### config.mk
export PLATFORM = sky130hd
export DESIGN_NAME = coredma_dsc_cache_ctrl
export DESIGN_NICKNAME = d
export VERILOG_FILES = /design/src/rtl/coredma_dsc_cache_pkg.sv /design/src/rtl/coredma_dsc_cache_obuf.sv /design/src/rtl/coredma_dsc_cache_ctrl.sv
export SDC_FILE = /design/constraint.sdc
export NUM_CORES = 1
export LEC_CHECK = 0
export ABC_AREA = 1
export BUFFER_PORTS_ARGS = -buffer_cell sky130_fd_sc_hd__buf_2
export CELL_PAD_IN_SITES_DETAIL_PLACEMENT = 0
export CELL_PAD_IN_SITES_GLOBAL_PLACEMENT = 1
export CORE_MARGIN = 2
export CORE_UTILIZATION = 44
export DETAILED_ROUTE_END_ITERATION = 16
export GPL_TIMING_DRIVEN = 0
export PLACE_DENSITY = 0.95
export SLEW_MARGIN = 20
export SYNTH_ARGS = -nofsm -noshare
export SYNTH_HDL_FRONTEND = slang
export SYNTH_HIERARCHICAL = 1
export SYNTH_SLANG_ARGS = --single-unit
### constraint.sdc
create_clock -name CLK -period 17.35 [get_ports CLK]
set_input_delay 2.6025 -clock CLK [delete_from_list [all_inputs] [get_ports CLK]]
set_output_delay 2.6025 -clock CLK [all_outputs]
set_load 0.02 [all_outputs]
### src/rtl/coredma_dsc_cache_pkg.sv
// Shared constants and types for the DMA descriptor cache controller.
// DSC_DATA_W     : descriptor width in bits
// DSC_DEPTH      : entries in the descriptor cache micro-RAM
// DSC_ADDR_W     : RAM address width, log2(DSC_DEPTH)
// DSC_OBUF_DEPTH : output buffer entries; matches the read loop length so
//                  one descriptor per cycle can be sustained
package coredma_dsc_cache_pkg;

  localparam int DSC_DATA_W     = 88;
  localparam int DSC_DEPTH      = 4;
  localparam int DSC_ADDR_W     = 2;
  localparam int DSC_OBUF_DEPTH = 3;

  typedef logic [DSC_DATA_W-1:0] dsc_t;

endpackage

### src/rtl/coredma_dsc_cache_obuf.sv
// Output buffer for the descriptor cache: a small synchronous FIFO that
// absorbs descriptors arriving from the RAM read pipeline.
// Ports:
//   clk, rst_n   : clock, asynchronous active-low reset (control only)
//   clear        : synchronous discard of all entries
//   push         : push_data is written at the end of this cycle
//   push_data    : descriptor from the RAM read-data register
//   pop          : consumer takes head_data this cycle (ignored when empty)
//   head_data    : oldest entry, zero while empty
//   count        : number of stored entries
//   not_empty    : head_data is valid
// The read scheduler guarantees a free slot for every push; a push into a
// full buffer without a simultaneous pop is flagged by an assertion.
module coredma_dsc_cache_obuf
  import coredma_dsc_cache_pkg::*;
#(
  parameter int DATA_W = DSC_DATA_W,
  parameter int DEPTH  = DSC_OBUF_DEPTH,
  localparam int PTR_W = (DEPTH > 1) ? $clog2(DEPTH) : 1,
  localparam int CNT_W = $clog2(DEPTH + 1)
) (
  input  logic              clk,
  input  logic              rst_n,
  input  logic              clear,
  input  logic              push,
  input  logic [DATA_W-1:0] push_data,
  input  logic              pop,
  output logic [DATA_W-1:0] head_data,
  output logic [CNT_W-1:0]  count,
  output logic              not_empty
);

  logic [DATA_W-1:0] mem [DEPTH];
  logic [PTR_W-1:0]  wr_ptr;
  logic [PTR_W-1:0]  rd_ptr;
  logic              full;
  logic              do_push;
  logic              do_pop;

  // Depth need not be a power of two, so pointers wrap explicitly.
  function automatic logic [PTR_W-1:0] ptr_inc(input logic [PTR_W-1:0] p);
    if (p == PTR_W'(DEPTH - 1)) return '0;
    return p + PTR_W'(1);
  endfunction

  assign not_empty = (count != '0);
  assign full      = (count == CNT_W'(DEPTH));
  assign do_pop    = pop && not_empty && !clear;
  assign do_push   = push && !clear && (!full || do_pop);

  // Masked so the output reads zero whenever nothing is buffered.
  assign head_data = not_empty ? mem[rd_ptr] : '0;

  always_ff @(posedge clk or negedge rst_n) begin
    if (!rst_n) begin
      wr_ptr <= '0;
      rd_ptr <= '0;
      count  <= '0;
    end else if (clear) begin
      wr_ptr <= '0;
      rd_ptr <= '0;
      count  <= '0;
    end else begin
      if (do_push) wr_ptr <= ptr_inc(wr_ptr);
      if (do_pop)  rd_ptr <= ptr_inc(rd_ptr);
      case ({do_push, do_pop})
        2'b10:   count <= count + CNT_W'(1);
        2'b01:   count <= count - CNT_W'(1);
        default: ;
      endcase
    end
  end

  always_ff @(posedge clk) begin
    if (do_push) mem[wr_ptr] <= push_data;
  end

  obuf_no_overflow: assert property (
    @(posedge clk) disable iff (!rst_n || clear)
    !(push && full && !do_pop)
  );

endmodule

### src/rtl/coredma_dsc_cache_ctrl.sv
// Queue controller for the descriptor cache micro-RAM.
// Descriptors from the fetch engine are written into the RAM in FIFO order.
// Reads are issued only while an output-buffer slot is guaranteed for the
// result (credit scheme), the two-cycle registered RAM read latency is
// tracked by a valid shift register, and results land in a small output
// buffer that drives the channel-engine handshake. The RAM macro wrapper
// ties the RAM SRST_N inputs high and the AD_N inputs to VCC.
// Ports:
//   CLK, RESETN      : clock shared with the RAM, async active-low reset
//   flush            : synchronous discard of queued and in-flight entries
//   wr_valid/ready   : descriptor write handshake, wr_data payload
//   rd_valid/ready   : descriptor read handshake, rd_data payload
//   level            : RAM slots occupied
//   ram_blk_en       : RAM block enable, high once out of reset
//   ram_w_en/addr/data        : RAM write port
//   ram_r_addr/addr_en        : RAM read-address register
//   ram_r_data_en/ram_r_data  : RAM read-data register
module coredma_dsc_cache_ctrl
  import coredma_dsc_cache_pkg::*;
#(
  parameter int DATA_W     = DSC_DATA_W,
  parameter int DEPTH      = DSC_DEPTH,
  parameter int ADDR_W     = DSC_ADDR_W,
  parameter int OBUF_DEPTH = DSC_OBUF_DEPTH
) (
  input  logic              CLK,
  input  logic              RESETN,
  input  logic              flush,
  input  logic              wr_valid,
  output logic              wr_ready,
  input  logic [DATA_W-1:0] wr_data,
  output logic              rd_valid,
  input  logic              rd_ready,
  output logic [DATA_W-1:0] rd_data,
  output logic [ADDR_W:0]   level,
  output logic              ram_blk_en,
  output logic              ram_w_en,
  output logic [ADDR_W-1:0] ram_w_addr,
  output logic [DATA_W-1:0] ram_w_data,
  output logic [ADDR_W-1:0] ram_r_addr,
  output logic              ram_r_addr_en,
  output logic              ram_r_data_en,
  input  logic [DATA_W-1:0] ram_r_data
);

  localparam int LVL_W = ADDR_W + 1;
  localparam int CNT_W = $clog2(OBUF_DEPTH + 1);
  localparam int CRD_W = CNT_W + 1;

  logic              blk_en_q;
  logic [ADDR_W-1:0] wptr;
  logic [ADDR_W-1:0] rptr;
  logic [LVL_W-1:0]  unread;
  logic [LVL_W-1:0]  level_q;
  logic              vld_p1;
  logic              vld_p2;
  logic [CNT_W-1:0]  obuf_count;
  logic              wr_fire;
  logic              rd_issue;
  logic              pop;
  logic [CRD_W-1:0]  credits_used;

  // blk_en_q is low only while in reset, which keeps wr_ready low there.
  assign wr_ready = blk_en_q && !flush && (level_q < LVL_W'(DEPTH));
  assign wr_fire  = wr_valid && wr_ready;
  assign pop      = rd_valid && rd_ready;

  // Every issued read owns an output-buffer slot from issue until it is
  // popped; a pop this cycle returns its credit immediately.
  assign credits_used = CRD_W'(obuf_count) + CRD_W'(vld_p1) + CRD_W'(vld_p2)
                        - CRD_W'(pop);

  // unread is registered, so a slot written this cycle is never read in the
  // same cycle.
  assign rd_issue = (unread != '0) && (credits_used < CRD_W'(OBUF_DEPTH)) && !flush;

  assign ram_blk_en    = blk_en_q;
  assign ram_w_en      = wr_fire;
  assign ram_w_addr    = wptr;
  assign ram_w_data    = wr_data;
  assign ram_r_addr    = rptr;
  assign ram_r_addr_en = rd_issue;
  assign ram_r_data_en = vld_p1;
  assign level         = level_q;

  always_ff @(posedge CLK or negedge RESETN) begin
    if (!RESETN) begin
      blk_en_q <= 1'b0;
      wptr     <= '0;
      rptr     <= '0;
      unread   <= '0;
      level_q  <= '0;
      vld_p1   <= 1'b0;
      vld_p2   <= 1'b0;
    end else begin
      blk_en_q <= 1'b1;
      if (flush) begin
        wptr    <= '0;
        rptr    <= '0;
        unread  <= '0;
        level_q <= '0;
        vld_p1  <= 1'b0;
        vld_p2  <= 1'b0;
      end else begin
        // p0 -> p1: address registered in the RAM, array read next cycle
        vld_p1 <= rd_issue;
        // p1 -> p2: RAM read-data register loaded, data valid for the obuf
        vld_p2 <= vld_p1;
        if (wr_fire)  wptr <= wptr + ADDR_W'(1);
        if (rd_issue) rptr <= rptr + ADDR_W'(1);
        unread  <= unread + LVL_W'(wr_fire) - LVL_W'(rd_issue);
        // The slot is released once its array read has completed (stage 1),
        // so a rewrite can never race the pending read.
        level_q <= level_q + LVL_W'(wr_fire) - LVL_W'(vld_p1);
      end
    end
  end

  // p2 -> obuf: descriptor captured at the end of its data-valid cycle
  coredma_dsc_cache_obuf #(
    .DATA_W (DATA_W),
    .DEPTH  (OBUF_DEPTH)
  ) u_obuf (
    .clk       (CLK),
    .rst_n     (RESETN),
    .clear     (flush),
    .push      (vld_p2),
    .push_data (ram_r_data),
    .pop       (rd_ready),
    .head_data (rd_data),
    .count     (obuf_count),
    .not_empty (rd_valid)
  );

endmodule

==> results of run 1 <==
area by class of cell:
class | instances | area [sq um]
clock inverter | 17 | 171.4
multi-input combinational | 528 | 2759
inverter | 127 | 490.5
tap | 384 | 480.5
sequential | 283 | 8403
fill | 2426 | 12680
timing repair buffer | 301 | 1733
buffer | 147 | 1112
antenna | 10 | 25.02
clock buffer | 37 | 765.7
cell usage after synthesis (4+ instances only):
master and instances:
o22ai_1 4, nand2_1 206, inv_2 5, buf_2 31
edfxtp_1 264, nand3_2 50, buf_4 95, buf_12 6
fa_1 4, ha_1 5, dfrtp_1 19, nand3_1 221
inv_1 119, clkbuf_1 6, nor2_1 23, buf_6 9
nand4_1 5
metal layers:
metal	vias to the layer above	global-route usage
met5	-	0
met4	6	0.1001
met3	69	0.03959
met2	351	0.4079
met1	4320	0.2651
li1	4274	-
worst register-to-register path, delay by kind of cell (launching register included):
kind	cells	cell delay (ps)
buffers and inverters	8	880
flip-flops	1	450
AND/OR/NAND/NOR	7	680
XOR/XNOR	1	160
adder cells (fa/ha/maj)	6	1760
state kept, by name (all words and copies together), names as in the netlist:
register and flops:
u_obuf/count 2, u_obuf/mem 264, vld_p2 1, u_obuf/wr_ptr 2, unread 3, ram_r_addr 2
ram_blk_en 1, u_obuf/rd_ptr 2, ram_w_addr 2, ram_r_data_en 1, level 3
cell families (layout without fill, tap and decap cells):
group	count (synthesis)	in the layout	share of synthesized area
AND/OR/NAND/NOR	509	509	0.1986
flip-flops	283	283	0.6593
buffers and inverters	274	629	0.1258
adder cells (fa/ha/maj)	9	9	0.01119
AO/OA/AOI/OAI	6	6	0.002748
XOR/XNOR	3	3	0.002062
other	1	11	0.0002942
through the flow:
stage / util / hold slack (ps)
CTS: 0.5560 / 561.7
global route: 0.5568 / 601.7
finish: 0.5569 / 552.5
detailed placement: 0.5233 / 542.9
floorplan: - / 513.0
global placement: 0.5111 / 528.5
worst paths after layout:
| kind | end | slack [ps] |
|---|---|---|
| hold reg to reg | ram_w_addr[1] | 550 |
| max in group asynchronous | ram_r_addr[0] | 15050 |
| hold / removal | ram_w_addr[1] | 550 |
| min in group asynchronous | ram_blk_en | 2000 |
| setup reg to reg | unread[2] | 13280 |
| setup / recovery | ram_r_addr_en | 10060 |
power groups by stage:
stage	clock network, uW	registers [uW]	logic, uW
2_1_floorplan	0	818	196
3_3_place_gp	0	813	301
3_5_place_dp	0	810	319
4_1_cts	622	796	321
5_1_grt	650	799	353
6_report	607	796	318
==> impl_metrics.env, run 1 <==
export IMPL_rsz0062_at_grt="no"
export IMPL_wl_per_cell_um=19.09
export IMPL_firstDrtPassIters=5
export IMPL_grt_pass1_vias=9072
export IMPL_switching_share=0.2718
export IMPL_setup_ws_ps=10060
export IMPL_area_growth_pct=25.07
export IMPL_yosys_area_top_type="edfxtp_1"
export IMPL_initialDrtViolationCount=629
export IMPL_ys_top_cells_by_area="edfxtp_1 62%, nand3_1 8.7%, nand2_1 6.1%, buf_4 5.6%, nand3_2 3.9%"
export IMPL_tightestPinTransition_ps=737.6
export IMPL_place_ws_ps=10050
export IMPL_htree_levels=1
export IMPL_seqPwrFrac=0.462
export IMPL_hp_start="ram_w_addr[1]"
export IMPL_fin_nets=1607
export IMPL_ctsHoldBuffers=0
export IMPL_clock_path_buffers=3
export IMPL_fmax_ghz=0.1371
export IMPL_cp_required_ps=14750
export IMPL_floorplan_initialDensity=0.4452
export IMPL_final_antenna_net_count=0
export IMPL_cts_root_buf="clkbuf_16"
export IMPL_die_w_um=174.2
export IMPL_total_power_uw=1721
export IMPL_std_cell_rows=62
export IMPL_clk_insertion_delay_late_ps=540
export IMPL_startpoint="rd_ready"
export IMPL_fin_area_sq_mm=0.01594
export IMPL_track_usage=0.2267
export IMPL_finalMaxSlewViolations=0
export IMPL_highest_layer="met5"
export IMPL_hold_path_class="reg2reg"
export IMPL_critPathLaunchType="input port"
export IMPL_netlist_area_leader_share=0.6220
export IMPL_place_area_sq_mm=0.01498
export IMPL_max_cap_violations=0
export IMPL_final_cell_mix="312 x buf_2, 264 x edfxtp_1, 221 x nand3_1, 206 x nand2_1, 119 x inv_1"
export IMPL_status="finished clean"
export IMPL_fin_skew_ps=11.21
export IMPL_cp_data_arrival_time_ps=4690
export IMPL_combPwrFrac=0.185
export IMPL_synth_seq_cells=283
export IMPL_cp_num_buf_inv=5
export IMPL_routed_via_density=4.918
export IMPL_ys_warn_count=6
export IMPL_top_level_ports=370
export IMPL_numClockSinks=283
export IMPL_finalCriticalPeriod_ps=7293
export IMPL_synth_area_sq_mm=0.01274
export IMPL_final_cell_count_no_fill=1834
export IMPL_path_cells="buf_2 > nand2_1 > inv_1 > ha_1 > fa_1 > inv_1 > fa_1 > inv_1 > nor2_1 > nor2_1 > nand3_1 > nor2_1 > buf_2"
export IMPL_drc=0
export IMPL_endpoint_kind="output pin"
export IMPL_period_share=0.4204
export IMPL_postRouteWirelength_mm=35.01
export IMPL_dp_hpwl_mm=25.99
export IMPL_via_count=9020
export IMPL_gp_congestion=0.9416
export IMPL_crit_cells=13
export IMPL_post_cts_setup_buffers=0
export IMPL_ff2ff_path_depth=22
export IMPL_ys_seq_area_frac=0.6593
export IMPL_peakVddDrop_mv=0.07433
export IMPL_dieArea_sq_mm=0.03034
export IMPL_synth_edf_count=264
export IMPL_power_density_mw_per_mm2=107.9
export IMPL_async_flop_share=0.06714
export IMPL_core_area_sq_mm=0.02863
export IMPL_wl_met3_mm=2.247
export IMPL_cts_resized=0
export IMPL_syn_nets=1275
export IMPL_cp_slowest_cell="fa_1"
export IMPL_numCtsBuffers=29
export IMPL_hold_violations=0
export IMPL_layout_commonest_cell="buf_2"
export IMPL_antenna_found_initial=13
export IMPL_p_clk_frac=0.353
export IMPL_p_int_uw=1253
export IMPL_met1_length_mm=13.12
export IMPL_synth_distinct_cells=27
export IMPL_grt_ovfl_total=0
export IMPL_finalSetupViolCount=0
export IMPL_route_met2_wl_mm=18.23
export IMPL_p_leak_uw=0.007248
export IMPL_grt_first_pass_wirelength_mm=52.62
export IMPL_slowest_delay_ps=430
export IMPL_path_max_fanout=5
export IMPL_setup_tns_ps=0
export IMPL_synth_cells=1085
export IMPL_switchingPower_uw=467.6
export IMPL_ys_flop_type="edfxtp_1"
export IMPL_r2r_start="u_obuf/count[1]"
export IMPL_min_path_cells=2
export IMPL_crit_family="adder cells"
export IMPL_port_buffers=281
export IMPL_layout_drive_gt1_share=0.3819
export IMPL_cts_tree="yes"
export IMPL_path_clk_slew_ps=60
export IMPL_grt_max_degree=23
export IMPL_critical_path_class="in2out"
export IMPL_maxSlewHeadroom=0.5056
export IMPL_post_place_cells=1770
export IMPL_die_y_um=174.2
export IMPL_syn_area_per_cell_sq_um=11.75
No activity file was read; power rests on OpenSTA's default activity.
==> inputs of run 2 (changes only) <==
--- a/config.mk
+++ b/config.mk
@@ -5,15 +5,15 @@
 export SDC_FILE = /design/constraint.sdc
 export NUM_CORES = 1
 export LEC_CHECK = 0
-export ABC_AREA = 1
+export ABC_AREA = 0
 export BUFFER_PORTS_ARGS = -buffer_cell sky130_fd_sc_hd__buf_2
 export CELL_PAD_IN_SITES_DETAIL_PLACEMENT = 0
 export CELL_PAD_IN_SITES_GLOBAL_PLACEMENT = 1
 export CORE_MARGIN = 2
-export CORE_UTILIZATION = 44
+export CORE_UTILIZATION = 42
 export DETAILED_ROUTE_END_ITERATION = 16
 export GPL_TIMING_DRIVEN = 0
-export PLACE_DENSITY = 0.95
+export PLACE_DENSITY = 0.92
 export SLEW_MARGIN = 20
 export SYNTH_ARGS = -nofsm -noshare
 export SYNTH_HDL_FRONTEND = slang
==> constraint.sdc (replaced) <==
create_clock -name CLK -period 7.25 [get_ports CLK]
set_input_delay 1.0875 -clock CLK [delete_from_list [all_inputs] [get_ports CLK]]
set_output_delay 1.0875 -clock CLK [all_outputs]
set_load 0.02 [all_outputs]
==> run 2 against run 1 <==
Net effect:
- die area is 0.73% lower
- clock skew shrank 2.4 ps
- register-to-register slack lost 11000 ps
- cell count is 19% lower
- design area decreased by 4.6%
- synthesized area is 5.3% lower
- global-route usage fell by 6.1 points
- via count shrank 22%
- routed wire length fell by 26%
- non-clock buffer count shrank 33
- core utilization fell by 2.3 points
- clock power up 150%
- largest cell class unchanged
- highest routed layer unchanged
==> impl_metrics.env, run 2 <==
export IMPL_layout_drive_gt1_share=0.4941
export IMPL_finalSetupViolCount=0
export IMPL_numCtsBuffers=29
export IMPL_clk_insertion_delay_late_ps=540
export IMPL_via_count=7024
export IMPL_hold_path_class="in2async"
export IMPL_area_growth_pct=25.95
export IMPL_tightestPinTransition_ps=780.0
export IMPL_syn_area_per_cell_sq_um=16.08
export IMPL_cts_root_buf="clkbuf_16"
export IMPL_period_share=0.8016
export IMPL_cts_tree="yes"
export IMPL_dieArea_sq_mm=0.03012
export IMPL_antenna_found_initial=2
export IMPL_synth_edf_count=264
export IMPL_track_usage=0.1662
export IMPL_grt_pass1_vias=7286
export IMPL_total_power_uw=3997
export IMPL_grt_first_pass_wirelength_mm=39.13
export IMPL_numClockSinks=283
export IMPL_endpoint_kind="output pin"
export IMPL_std_cell_rows=62
export IMPL_path_max_fanout=10
export IMPL_hold_violations=0
export IMPL_status="finished clean"
export IMPL_core_area_sq_mm=0.02847
export IMPL_fin_nets=1268
export IMPL_max_cap_violations=0
export IMPL_grt_max_degree=43
export IMPL_synth_area_sq_mm=0.01207
export IMPL_dp_hpwl_mm=18.33
export IMPL_async_flop_share=0.06714
export IMPL_synth_most_common_cell="edfxtp_1"
export IMPL_ys_top_cells_by_area="edfxtp_1 66%, mux2_2 8.2%, mux2i_1 7.5%, buf_4 5.5%, dfrtp_1 3.9%"
export IMPL_setup_tns_ps=0
export IMPL_final_cell_mix="291 x buf_2, 264 x edfxtp_1, 94 x nor2_1, 91 x mux2i_1, 91 x buf_4"
export IMPL_cts_resized=0
export IMPL_power_density_mw_per_mm2=262.8
export IMPL_critical_path_class="reg2out"
export IMPL_synth_seq_cells=283
export IMPL_synth_common_cells="264 x edfxtp_1, 95 x nor2_1, 91 x mux2i_1"
export IMPL_die_w_um=173.6
export IMPL_die_y_um=173.6
export IMPL_top_level_ports=370
export IMPL_ys_warn_count=6
export IMPL_postRouteWirelength_mm=25.99
export IMPL_peakVddDrop_mv=0.2130
export IMPL_routed_via_density=4.736
export IMPL_fin_area_sq_mm=0.01521
export IMPL_largest_reg_flops=264
export IMPL_rsz0062_at_grt="no"
export IMPL_fin_skew_ps=8.806
export IMPL_ctsHoldBuffers=0
export IMPL_cp_required_ps=6160
export IMPL_ys_flop_type="edfxtp_1"
export IMPL_cp_data_arrival_time_ps=4720
export IMPL_netlist_area_leader_share=0.6566
export IMPL_synth_distinct_cells=38
export IMPL_post_cts_setup_buffers=0
export IMPL_place_area_sq_mm=0.01424
export IMPL_grt_ovfl_total=0
export IMPL_wl_per_cell_um=17.53
export IMPL_synth_cells=751
export IMPL_ys_seq_area_frac=0.6960
export IMPL_floorplan_initialDensity=0.4241
export IMPL_finalCriticalPeriod_ps=5812
export IMPL_layout_commonest_cell="buf_2"
export IMPL_drc=0
export IMPL_gp_congestion=0.7373
export IMPL_maxSlewHeadroom=0.4788
export IMPL_finalMaxSlewViolations=0
export IMPL_initialDrtViolationCount=241
export IMPL_yosys_area_top_type="edfxtp_1"
export IMPL_syn_nets=941
export IMPL_seqCellArea_sq_mm=0.008403
export IMPL_fmax_ghz=0.1721
export IMPL_final_antenna_net_count=0
export IMPL_port_buffers=281
export IMPL_firstDrtPassIters=4
export IMPL_htree_levels=1
export IMPL_multiInputGateArea_sq_mm=0.002766
export IMPL_nFillCells=2298
export IMPL_critPathLaunchType="flip-flop"
export IMPL_path_clk_slew_ps=60
export IMPL_regMostFlops="u_obuf/mem"
export IMPL_clock_path_buffers=3
export IMPL_p_leak_uw=0.005892
-- run 2: changes by cell type after synthesis, moves of 50 or more --
cell	change
nand3_2	-50
mux2i_1	+91
nand3_1	-221
inv_1	-104
nor2_1	+72
mux2_2	+88
nand2_1	-203
-- run 2: where the power goes --
part / total [uW] / internal (uW) / switching (uW) / leakage [uW]
Combinational: 591 / 252 / 338 / 0.00279
Sequential: 1910 / 1870 / 38.4 / 0.00263
Clock: 1500 / 904 / 593 / 0.000463
-- run 2: path summary, 6_finish.rpt --
kind / from / to / slack [ps] / cells past startpoint
setup / recovery: u_obuf/count[1] / ram_r_addr_en / 1440 / 12
hold / removal: RESETN / level[1] / 480 / 1
setup reg to reg: u_obuf/count[1] / unread[2] / 1850 / 19
hold reg to reg: ram_w_addr[1] / ram_w_addr[1] / 500 / 1
max in group asynchronous: RESETN / u_obuf/rd_ptr[0] / 6460 / 1
min in group CLK: ram_w_addr[1] / ram_w_addr[1] / 500 / 1
-- run 2: worst max-delay path: stages (launching register included) --
cell and delay, ps:
dfrtp_1 490, nor2_2 610, buf_2 370, buf_2 300, inv_1 110, and2_1 170, ha_1 290, fa_1 360
inv_1 80, fa_1 400, and2b_1 210, nor4_1 520, buf_2 270
-- run 2: area by class of cell --
class	count	share of cell area
buffer	119	0.05759
clock inverter	19	0.01506
antenna	2	0.0003291
clock buffer	31	0.04821
inverter	15	0.003702
multi-input combinational	334	0.1819
sequential	283	0.5526
timing repair buffer	296	0.1090
tap	384	0.03159
-- run 2: through the flow --
step | worst slack (ps) | hold slack [ps] | std cells | util
after global routing | 1141 | 496.6 | 1482 | 0.5341
after floorplan | 557.6 | 539.0 | 751 | -
after global placement | -3232 | 461.2 | 1416 | 0.4906
final | 1438 | 477.7 | 1483 | 0.5341
after CTS | 1256 | 473.9 | 1481 | 0.5340
after detailed placement | 1810 | 475.3 | 1431 | 0.5002
-- run 2: kinds of logic after synthesis --
| family | share of synthesized area |
|---|---|
| other cells | 0.0003106 |
| compound gates | 0.006735 |
| mux | 0.1575 |
| xor+xnor | 0.003627 |
| fa+ha+maj | 0.01181 |
| buf+inv | 0.07720 |
| simple gates | 0.04684 |
| flops | 0.6960 |
-- run 2: per-layer routing --
layer	global-route usage	up-vias	part of all wire
li1	-	3312	-
met1	0.1891	3404	0.38
met2	0.3083	258	0.52
met3	0.04320	48	0.073
met4	0.04484	2	0.022
met5	0	-	0.00050
